### config.mk
export PLATFORM = sky130hd
export DESIGN_NAME = mem_access_ctrl_flat
export DESIGN_NICKNAME = d
export VERILOG_FILES = /design/src/rtl/mem_access_pkg.sv /design/src/rtl/mem_access_ctrl_if.sv /design/src/rtl/mem_access_ctrl_load_align_ext.sv /design/src/rtl/mem_access_ctrl.sv /design/src/flat_wrapper.sv
export SDC_FILE = /design/constraint.sdc
export NUM_CORES = 1
export LEC_CHECK = 0
export ABC_AREA = 0
export CORE_UTILIZATION = 50
export CTS_CLUSTER_SIZE = 30
export DETAILED_ROUTE_END_ITERATION = 10
export DONT_BUFFER_PORTS = 1
export PLACE_DENSITY_LB_ADDON = 0.2
export SLEW_MARGIN = 20
export SYNTH_ARGS = -nofsm -noshare
export SYNTH_HDL_FRONTEND = slang
export SYNTH_HIERARCHICAL = 1
export SYNTH_SLANG_ARGS = --single-unit
### constraint.sdc
create_clock -name clk -period 3.86 [get_ports clk]
set_input_delay 0.386 -clock clk [delete_from_list [all_inputs] [get_ports clk]]
set_output_delay 0.386 -clock clk [all_outputs]
set_load 0.05 [all_outputs]
### src/rtl/mem_access_pkg.sv
// Shared types and helpers for the RV32I MEM-stage access controller.
// Size encodings, FSM states, exception causes and lane helpers.
package mem_access_pkg;

  localparam logic [1:0] SZ_BYTE = 2'b00;
  localparam logic [1:0] SZ_HALF = 2'b01;
  localparam logic [1:0] SZ_WORD = 2'b10;
  localparam logic [1:0] SZ_ILL  = 2'b11;

  localparam logic [1:0] EXC_NONE     = 2'b00;
  localparam logic [1:0] EXC_MISALIGN = 2'b01;
  localparam logic [1:0] EXC_TIMEOUT  = 2'b10;

  typedef enum logic [1:0] {
    S_IDLE = 2'b00,
    S_REQ  = 2'b01,
    S_WAIT = 2'b10
  } state_t;

  typedef struct packed {
    logic        we;
    logic [31:0] addr;
    logic [31:0] wdata;
    logic [1:0]  size;
    logic        sign;
    logic [4:0]  rd;
  } acc_t;

  function automatic logic is_misaligned(
    input logic [1:0] size,
    input logic [1:0] off
  );
    logic m;
    case (size)
      SZ_BYTE: m = 1'b0;
      SZ_HALF: m = off[0];
      SZ_WORD: m = |off;
      default: m = 1'b1;
    endcase
    return m;
  endfunction

  function automatic logic [3:0] be_gen(
    input logic [1:0] size,
    input logic [1:0] off
  );
    logic [3:0] be;
    case (size)
      SZ_BYTE: be = 4'b0001 << off;
      SZ_HALF: be = 4'b0011 << off;
      default: be = 4'b1111;
    endcase
    return be;
  endfunction

  function automatic logic [31:0] wdata_gen(
    input logic [1:0]  size,
    input logic [31:0] wdata
  );
    logic [31:0] w;
    case (size)
      SZ_BYTE: w = {4{wdata[7:0]}};
      SZ_HALF: w = {2{wdata[15:0]}};
      default: w = wdata;
    endcase
    return w;
  endfunction

endpackage

### src/rtl/mem_access_ctrl_if.sv
// Data-memory port: req/gnt request phase, rvalid response phase.
// master = controller side, slave = memory side.
interface mem_access_ctrl_if;

  logic        dmem_req;
  logic        dmem_gnt;
  logic        dmem_we;
  logic [31:0] dmem_addr;
  logic [3:0]  dmem_be;
  logic [31:0] dmem_wdata;
  logic        dmem_rvalid;
  logic [31:0] dmem_rdata;

  modport master (
    output dmem_req,
    output dmem_we,
    output dmem_addr,
    output dmem_be,
    output dmem_wdata,
    input  dmem_gnt,
    input  dmem_rvalid,
    input  dmem_rdata
  );

  modport slave (
    input  dmem_req,
    input  dmem_we,
    input  dmem_addr,
    input  dmem_be,
    input  dmem_wdata,
    output dmem_gnt,
    output dmem_rvalid,
    output dmem_rdata
  );

endinterface

### src/rtl/mem_access_ctrl_load_align_ext.sv
// Load data alignment: shift the addressed lane down, then
// sign- or zero-extend according to access size.
module load_align_ext
  import mem_access_pkg::*;
(
  input  logic [31:0] rdata_i,
  input  logic [1:0]  off_i,
  input  logic [1:0]  size_i,
  input  logic        sign_i,
  output logic [31:0] data_o
);

  logic [31:0] sh;

  always_comb begin
    sh     = rdata_i >> {off_i, 3'b000};
    data_o = sh;
    unique case (1'b1)
      (size_i == SZ_BYTE):
        data_o = {{24{sign_i & sh[7]}}, sh[7:0]};
      (size_i == SZ_HALF):
        data_o = {{16{sign_i & sh[15]}}, sh[15:0]};
      default:
        data_o = sh;
    endcase
  end

endmodule

### src/rtl/mem_access_ctrl.sv
// MEM-stage sequencer: single-outstanding load/store on the
// data-memory port with alignment and timeout exceptions.
module mem_access_ctrl
  import mem_access_pkg::*;
#(
  parameter int TIMEOUT = 16
) (
  input  logic               clk,
  input  logic               rst_n,
  mem_access_ctrl_if.master  dmem,
  input  logic               req_valid_i,
  output logic               req_ready_o,
  input  logic               req_we_i,
  input  logic [31:0]        req_addr_i,
  input  logic [31:0]        req_wdata_i,
  input  logic [1:0]         req_size_i,
  input  logic               req_sign_i,
  input  logic [4:0]         req_rd_i,
  output logic               wb_valid_o,
  output logic [4:0]         wb_rd_o,
  output logic [31:0]        wb_data_o,
  output logic               exc_valid_o,
  output logic [1:0]         exc_cause_o,
  output logic [31:0]        exc_addr_o,
  output logic               stall_o
);

  localparam int CW = $clog2(TIMEOUT + 1);

  state_t      state_q, state_d;
  logic [CW-1:0] cnt_q, cnt_d;
  acc_t        acc_q;

  logic        wb_valid_q;
  logic [4:0]  wb_rd_q;
  logic [31:0] wb_data_q;
  logic        exc_valid_q;
  logic [1:0]  exc_cause_q;
  logic [31:0] exc_addr_q;

  logic        mis;
  logic        accept;
  logic        req_st;
  logic        tmo_hit;
  logic        ld_done;
  logic        tmo_fire;
  logic [31:0] ld_data;

  assign mis      = is_misaligned(req_size_i, req_addr_i[1:0]);
  assign accept   = req_valid_i & req_ready_o;
  assign tmo_hit  = (cnt_q == CW'(TIMEOUT - 1));
  assign ld_done  = (state_q == S_WAIT) & dmem.dmem_rvalid;
  assign tmo_fire = (state_q == S_WAIT) & ~dmem.dmem_rvalid & tmo_hit;

  load_align_ext u_align (
    .rdata_i (dmem.dmem_rdata),
    .off_i   (acc_q.addr[1:0]),
    .size_i  (acc_q.size),
    .sign_i  (acc_q.sign),
    .data_o  (ld_data)
  );

  always_ff @(posedge clk or negedge rst_n) begin
    if (!rst_n) begin
      state_q <= S_IDLE;
      cnt_q   <= '0;
    end else begin
      state_q <= state_d;
      cnt_q   <= cnt_d;
    end
  end

  always_comb begin
    state_d = state_q;
    cnt_d   = cnt_q;
    unique case (state_q)
      S_IDLE: begin
        cnt_d = '0;
        if (accept && !mis) state_d = S_REQ;
      end
      S_REQ: begin
        cnt_d = '0;
        if (dmem.dmem_gnt)
          state_d = acc_q.we ? S_IDLE : S_WAIT;
      end
      S_WAIT: begin
        if (dmem.dmem_rvalid || tmo_hit) state_d = S_IDLE;
        else cnt_d = cnt_q + CW'(1);
      end
      default: state_d = S_IDLE;
    endcase
  end

  // Bus fields are quiet outside REQ and stable from the capture regs.
  always_comb begin
    req_st          = (state_q == S_REQ);
    req_ready_o     = (state_q == S_IDLE);
    stall_o         = (state_q != S_IDLE) | (req_valid_i & ~mis);
    dmem.dmem_req   = req_st;
    dmem.dmem_we    = req_st & acc_q.we;
    dmem.dmem_addr  = req_st ? {acc_q.addr[31:2], 2'b00} : '0;
    dmem.dmem_be    = req_st ? be_gen(acc_q.size, acc_q.addr[1:0]) : '0;
    dmem.dmem_wdata = req_st ? wdata_gen(acc_q.size, acc_q.wdata) : '0;
  end

  always_ff @(posedge clk or negedge rst_n) begin
    if (!rst_n) begin
      acc_q       <= '0;
      wb_valid_q  <= 1'b0;
      wb_rd_q     <= '0;
      wb_data_q   <= '0;
      exc_valid_q <= 1'b0;
      exc_cause_q <= EXC_NONE;
      exc_addr_q  <= '0;
    end else begin
      if (accept) begin
        acc_q.we    <= req_we_i;
        acc_q.addr  <= req_addr_i;
        acc_q.wdata <= req_wdata_i;
        acc_q.size  <= req_size_i;
        acc_q.sign  <= req_sign_i;
        acc_q.rd    <= req_rd_i;
      end
      wb_valid_q <= ld_done;
      if (ld_done) begin
        wb_rd_q   <= acc_q.rd;
        wb_data_q <= ld_data;
      end
      exc_valid_q <= (accept & mis) | tmo_fire;
      if (accept && mis) begin
        exc_cause_q <= EXC_MISALIGN;
        exc_addr_q  <= req_addr_i;
      end else if (tmo_fire) begin
        exc_cause_q <= EXC_TIMEOUT;
        exc_addr_q  <= acc_q.addr;
      end
    end
  end

  assign wb_valid_o  = wb_valid_q;
  assign wb_rd_o     = wb_rd_q;
  assign wb_data_o   = wb_data_q;
  assign exc_valid_o = exc_valid_q;
  assign exc_cause_o = exc_cause_q;
  assign exc_addr_o  = exc_addr_q;

endmodule

### src/flat_wrapper.sv
// flat-port wrapper written by rule: the top's interface ports become plain ports
module mem_access_ctrl_flat import mem_access_pkg::*;
#(
  parameter int TIMEOUT = 16
)
  (clk, rst_n, req_valid_i, req_ready_o, req_we_i, req_addr_i, req_wdata_i, req_size_i, req_sign_i, req_rd_i, wb_valid_o, wb_rd_o, wb_data_o, exc_valid_o, exc_cause_o, exc_addr_o, stall_o, dmem_dmem_req, dmem_dmem_we, dmem_dmem_addr, dmem_dmem_be, dmem_dmem_wdata, dmem_dmem_gnt, dmem_dmem_rvalid, dmem_dmem_rdata);
  mem_access_ctrl_if dmem_i ();
  input  logic clk;
  input  logic rst_n;
  input  logic req_valid_i;
  output logic req_ready_o;
  input  logic req_we_i;
  input  logic [31:0] req_addr_i;
  input  logic [31:0] req_wdata_i;
  input  logic [1:0] req_size_i;
  input  logic req_sign_i;
  input  logic [4:0] req_rd_i;
  output logic wb_valid_o;
  output logic [4:0] wb_rd_o;
  output logic [31:0] wb_data_o;
  output logic exc_valid_o;
  output logic [1:0] exc_cause_o;
  output logic [31:0] exc_addr_o;
  output logic stall_o;
  output wire logic [$bits(dmem_i.dmem_req)-1:0] dmem_dmem_req;
  output wire logic [$bits(dmem_i.dmem_we)-1:0] dmem_dmem_we;
  output wire logic [$bits(dmem_i.dmem_addr)-1:0] dmem_dmem_addr;
  output wire logic [$bits(dmem_i.dmem_be)-1:0] dmem_dmem_be;
  output wire logic [$bits(dmem_i.dmem_wdata)-1:0] dmem_dmem_wdata;
  input wire logic [$bits(dmem_i.dmem_gnt)-1:0] dmem_dmem_gnt;
  input wire logic [$bits(dmem_i.dmem_rvalid)-1:0] dmem_dmem_rvalid;
  input wire logic [$bits(dmem_i.dmem_rdata)-1:0] dmem_dmem_rdata;
  assign dmem_dmem_req = dmem_i.dmem_req;
  assign dmem_dmem_we = dmem_i.dmem_we;
  assign dmem_dmem_addr = dmem_i.dmem_addr;
  assign dmem_dmem_be = dmem_i.dmem_be;
  assign dmem_dmem_wdata = dmem_i.dmem_wdata;
  assign dmem_i.dmem_gnt = dmem_dmem_gnt;
  assign dmem_i.dmem_rvalid = dmem_dmem_rvalid;
  assign dmem_i.dmem_rdata = dmem_dmem_rdata;
  mem_access_ctrl #(.TIMEOUT(TIMEOUT)) u_core (.clk(clk), .rst_n(rst_n), .dmem(dmem_i), .req_valid_i(req_valid_i), .req_ready_o(req_ready_o), .req_we_i(req_we_i), .req_addr_i(req_addr_i), .req_wdata_i(req_wdata_i), .req_size_i(req_size_i), .req_sign_i(req_sign_i), .req_rd_i(req_rd_i), .wb_valid_o(wb_valid_o), .wb_rd_o(wb_rd_o), .wb_data_o(wb_data_o), .exc_valid_o(exc_valid_o), .exc_cause_o(exc_cause_o), .exc_addr_o(exc_addr_o), .stall_o(stall_o));
endmodule
Word level (Yosys, flattened, before mapping)
Cells that the tools add are included.
Widths: inputs -> output; s select.
- bits in registers: 153
- input bits: 110
- output and inout port bits: 145
- add/sub/neg operators: 1
- eq/ne operators: 10
- shift-type cells: 3
- muxes and demuxes: 18
- bitwise operators: 13
- reductions and logical operators: 14
- operators with widths (kind ; number):
    $mux 32 ; 4
    $pmux 32 s2 ; 2
    $shr 32x5->32 ; 1
    $mux 2 ; 6
    $pmux 5 s2 ; 1
    $and 1x1->1 ; 9
    $pmux 4 s2 ; 1
    $eq 2x1->1 const B ; 3
    $logic_not 2->1 ; 3
    $ne 2x2->1 const B ; 3
    $pmux 2 s3 ; 1
    $reduce_bool 2->1 ; 3
    $add 5x1->5 const B ; 1
    $eq 5x4->1 const B ; 1
    $mux 5 ; 1
    $eq 2x2->1 const B ; 2
    $mux 4 ; 1
    $reduce_or 2->1 ; 2
    $shl 1x2->4 const A ; 1
    $shl 2x2->4 const A ; 1
    $pmux 1 s3 ; 1
    $reduce_and 3->1 ; 1
    $logic_and 1x1->1 ; 2
    $ne 2x1->1 const B ; 1
    other kinds (5) ; 7

Depth between registers and ports, before layout
- depth after elaboration: 6
- gate-level depth with buffers: 8
- mapped depth without buffers: 7

Hierarchy
The synthesis kept the hierarchy.
- by module, submodules not included (module ; instances ; cells an instance ; area each (um^2) ; seq. area each (um^2)):
    mem_access_ctrl ; 1 ; 784 ; 6855.3 ; 3828.7
    load_align_ext ; 1 ; 106 ; 808.3 ; 0.0

Worst setup path before layout
Ideal clock, no wire load.
- kind: register -> output
- start point: reg u_core/acc_q[6] (netlist bit)
- end point: out dmem_dmem_wdata[10]
- arrival: 1.898 ns
- data required time: 3.474 ns
- path slack: 1.576 ns
- cell stages (with the launch flop): 5
- cells stage by stage: dfrtp_1 buf_1 nor2_1 nand2_1 a21oi_1
- word-level cells in the longest chain between the ends: 3
- RTL lines (item ; line ; RTL):
    start, declared ; mem_access_ctrl.sv:32 ; acc_t acc_q;
    $eq 2x1->1 / $logic_not 2->1 (equally long branches) ; mem_access_pkg.sv:61 ; case (size)
    $pmux 32 s2 * ; mem_access_pkg.sv:61 ;
    $mux 32 * ; mem_access_ctrl.sv:103 ; dmem.dmem_wdata = req_st ? wdata_gen(acc_q.size, acc_q.wdata) : '0;
    end, declared ; flat_wrapper.sv:29 ; output wire logic [$bits(dmem_i.dmem_wdata)-1:0] dmem_dmem_wdata;
Every way passes the cells marked *; elsewhere a longest branch is shown, timed or not.

Final worst setup path
- start point: reg u_core/acc_q[6] (netlist bit)
- end point: out dmem_dmem_wdata[29]
The elaborated chain is that of the path after synthesis.

==> reports/summary.txt <==
Synth top area share -> 50.0%
Critical path type -> reg -> out
Leak pwr -> 4.13 nW
Die area -> 15800 um^2
GRT Util Overall -> 25.4%
Wire per inst -> 18.3 um
RSZ-0062 raised after global routing -> false
Vias -> 5970
Critical Path Fanout Max -> 25
Ys flop type -> dfrtp_1
Max-slew headroom -> 35.9%
Starting Density -> 51.9%
Critical Path, Cell by Cell -> mux2i_1, nor2_1, a21oi_1, nor2_1
Worst skew pair latency -> 0.42 ns
WL final -> 19600 um
Final critical path time including I/O delays and setup -> 2.91 ns
Clk root buf -> clkbuf_16
Met3 usage -> 8.28%
Post-CTS sizing -> 0
Initial antenna violation count -> 1
Fin. max-slew vios -> 0
Clock skew -> 0.0109 ns
Final hold slack -> -0.333 ns
Setup crit end kind -> output port
M1 GR Usage -> 32.4%
Final design utilization -> 56.5%
RD Place Congestion -> 0.911
Met2 Usage GRT -> 39.9%
Max Fclk -> 344 MHz
Vias/cell -> 5.57
Top-count cell post-synth -> nand2_1
Worst Hold Class -> in -> async
# H-tree levels -> 4
Avg Cell Area, Syn -> 8.61 um^2
Syn Std Cell Area -> 7660 um^2
Final setup fails -> 0
Failing checks -> negative hold slack
Commonest cells in the netlist -> 365 x nand2_1, 153 x dfrtp_1, 56 x mux2i_1
Initial drt markers -> 477
Die Ht -> 126 um
Core Rows -> 44
Worst Setup Start Kind -> register
Share of post-route cells with drive strength above 1 -> 8.93%
Count of cell types in the netlist -> 46
Clk slew on worst S/H paths -> 0.06 ns
Largest net degree at the start of global routing -> 154
Arrival @ worst endpoint -> 2.52 ns
Clock sinks -> 153
Worst vdd ir -> 417 uV
Crit path max-delay cell type -> dfrtp_1
Final period util -> 75.3%
Ys Warns -> 6
HPWL after DPL -> 13400 um
Area contributors post-synth -> dfrtp_1 50%, nand2_1 18%, mux2i_1 7.3%
Actual slew at the worst max-slew pin -> 0.958 ns
Total Power -> 7.39 mW
Crit-path max cell delay -> 0.94 ns
IO Pins -> 255
Outcome -> finished, violations left
GRT busiest layer -> met2
Worst path buffer plus inverter count -> 0
Max clock buf depth -> 2
Power per cell area -> 886 nW/um^2
Worst Path Required -> 3.47 ns
Total CTS buffers -> 17
Drt first pass iters -> 7
CTS tree -> yes
Setup TNS -> 0 ns
First-pass GRT wire length -> 31400 um
Post-synth EDFFs -> 0
Port bufs -> 0
Area grow syn2layout -> 8.83%
Final #Nets -> 988
Total grt overflow -> 0
Cell taking the most area after synthesis -> dfrtp_1
Post-synth ARST share -> 100%
Post-synthesis cell count -> 890
Most frequent cell on the critical path -> nor2_1
Post-detailed-route count of antenna-violating nets -> 0
Total core area -> 14800 um^2
Vias in the first global route -> 5833
Seq/Total Area, Yosys -> 50.0%
CP top delay family -> flip-flops
DIE WIDTH -> 126 um
Fin. Hold Viols -> 153
Drc violations -> 0
Flops & latches, synth -> 153
Max Cap Viol -> 0
## cells by family (layout without fill, tap and decap cells)
group | after synthesis | count (layout) | share of synthesized area [%]
xor gates and xnor gates | 3 | 3 | 0.343
and+or+nand+nor | 473 | 473 | 25.9
muxes | 59 | 59 | 7.84
adders and majority gates | 2 | 2 | 0.326
buffers and inverters | 70 | 64 | 4.60
DFF | 153 | 153 | 50.0
AOI/OAI and AO/OA | 129 | 129 | 10.9
other | 1 | 4 | 0.0489
## final timing paths
kind	from	end	slack, ns	depth (start not counted)
worst min register to register	u_core/acc_q[1]	u_core/wb_rd_o[1]	0.47	2
max in group asynchronous	rst_n	u_core/exc_addr_o[19]	4.02	0
worst max register to register	u_core/cnt_q[0]	u_core/exc_addr_o[21]	1.44	7
min in group clk	req_wdata_i[7]	u_core/acc_q[15]	0.07	2
worst max-delay path	u_core/acc_q[6]	dmem_dmem_wdata[29]	0.95	4
worst min-delay path	rst_n	u_core/exc_valid_o	-0.33	0
## where the power goes
| part | total, mW | switching [mW] | internal [mW] |
|---|---|---|---|
| clock network | 1.53 | 0.627 | 0.901 |
| registers | 3.74 | 1.59 | 2.14 |
| logic | 2.12 | 1.44 | 0.679 |
| total | 7.39 | 3.66 | 3.72 |
## worst register-to-register path: cells and delay by family (launching register included)
kind	cells	cell delay, ns
AOI/OAI and AO/OA	1	0.24
and+or+nand+nor	3	0.79
buffers and inverters	1	0.52
adders and majority gates	2	0.38
DFF	1	0.38
## cells in the final DEF, fill, tap and decap left out, types with 8 or more instances in the layout
cell / synthesis / routed
a21o_1: 11 / 11
a21oi_1: 35 / 35
a22o_1: 10 / 10
and2_1: 42 / 41
buf_4: 5 / 29
clkbuf_16: 0 / 17
dfrtp_1: 153 / 153
mux2i_1: 56 / 56
nand2_1: 365 / 365
nor2_1: 34 / 34
nor2b_1: 9 / 9
o21ai_0: 38 / 38
o2bb2ai_1: 8 / 8
## state kept, by name, summed over array words and instances, names as in the netlist
register,count
u_core/acc_q,73
u_core/cnt_q,5
u_core/exc_addr_o,32
u_core/exc_cause_o,2
u_core/exc_valid_o,1
u_core/state_q,2
u_core/wb_data_o,32
u_core/wb_rd_o,5
u_core/wb_valid_o,1
## per-stage QoR
step           std cells  hold slack [ns]  setup WS, ns  area, um^2
2_1_floorplan        891           0.0904          1.58        7670
3_3_place_gp        1041           0.0962          1.45        7800
3_5_place_dp        1041           0.0954          1.39        7800
4_1_cts             1069           -0.356         0.926        8340
5_1_grt             1070           -0.358         0.809        8340
6_report            1071           -0.333         0.954        8340
## per-layer routing
metal,vias to the layer above,routed length [um]
met4,0,479
met3,30,1650
met1,2859,8130
met2,232,9310
li1,2849,-
met5,-,0
## cell type report
class	instances	area, um^2
sequential	153	3830
multi-input combinational	668	3500
tap	184	230
timing repair buffer	29	218
clock inverter	9	77.6
inverter	7	26.3
fill	1364	6410
antenna	2	5.00
clock buffer	19	453
## what timing repair did
item / CTS / global route
endpoints found under the setup margin: 0 / 0
buffers inserted: 0 / 0
hold endpoints to repair: 153 / 153
(Power assumes the default switching activity.)
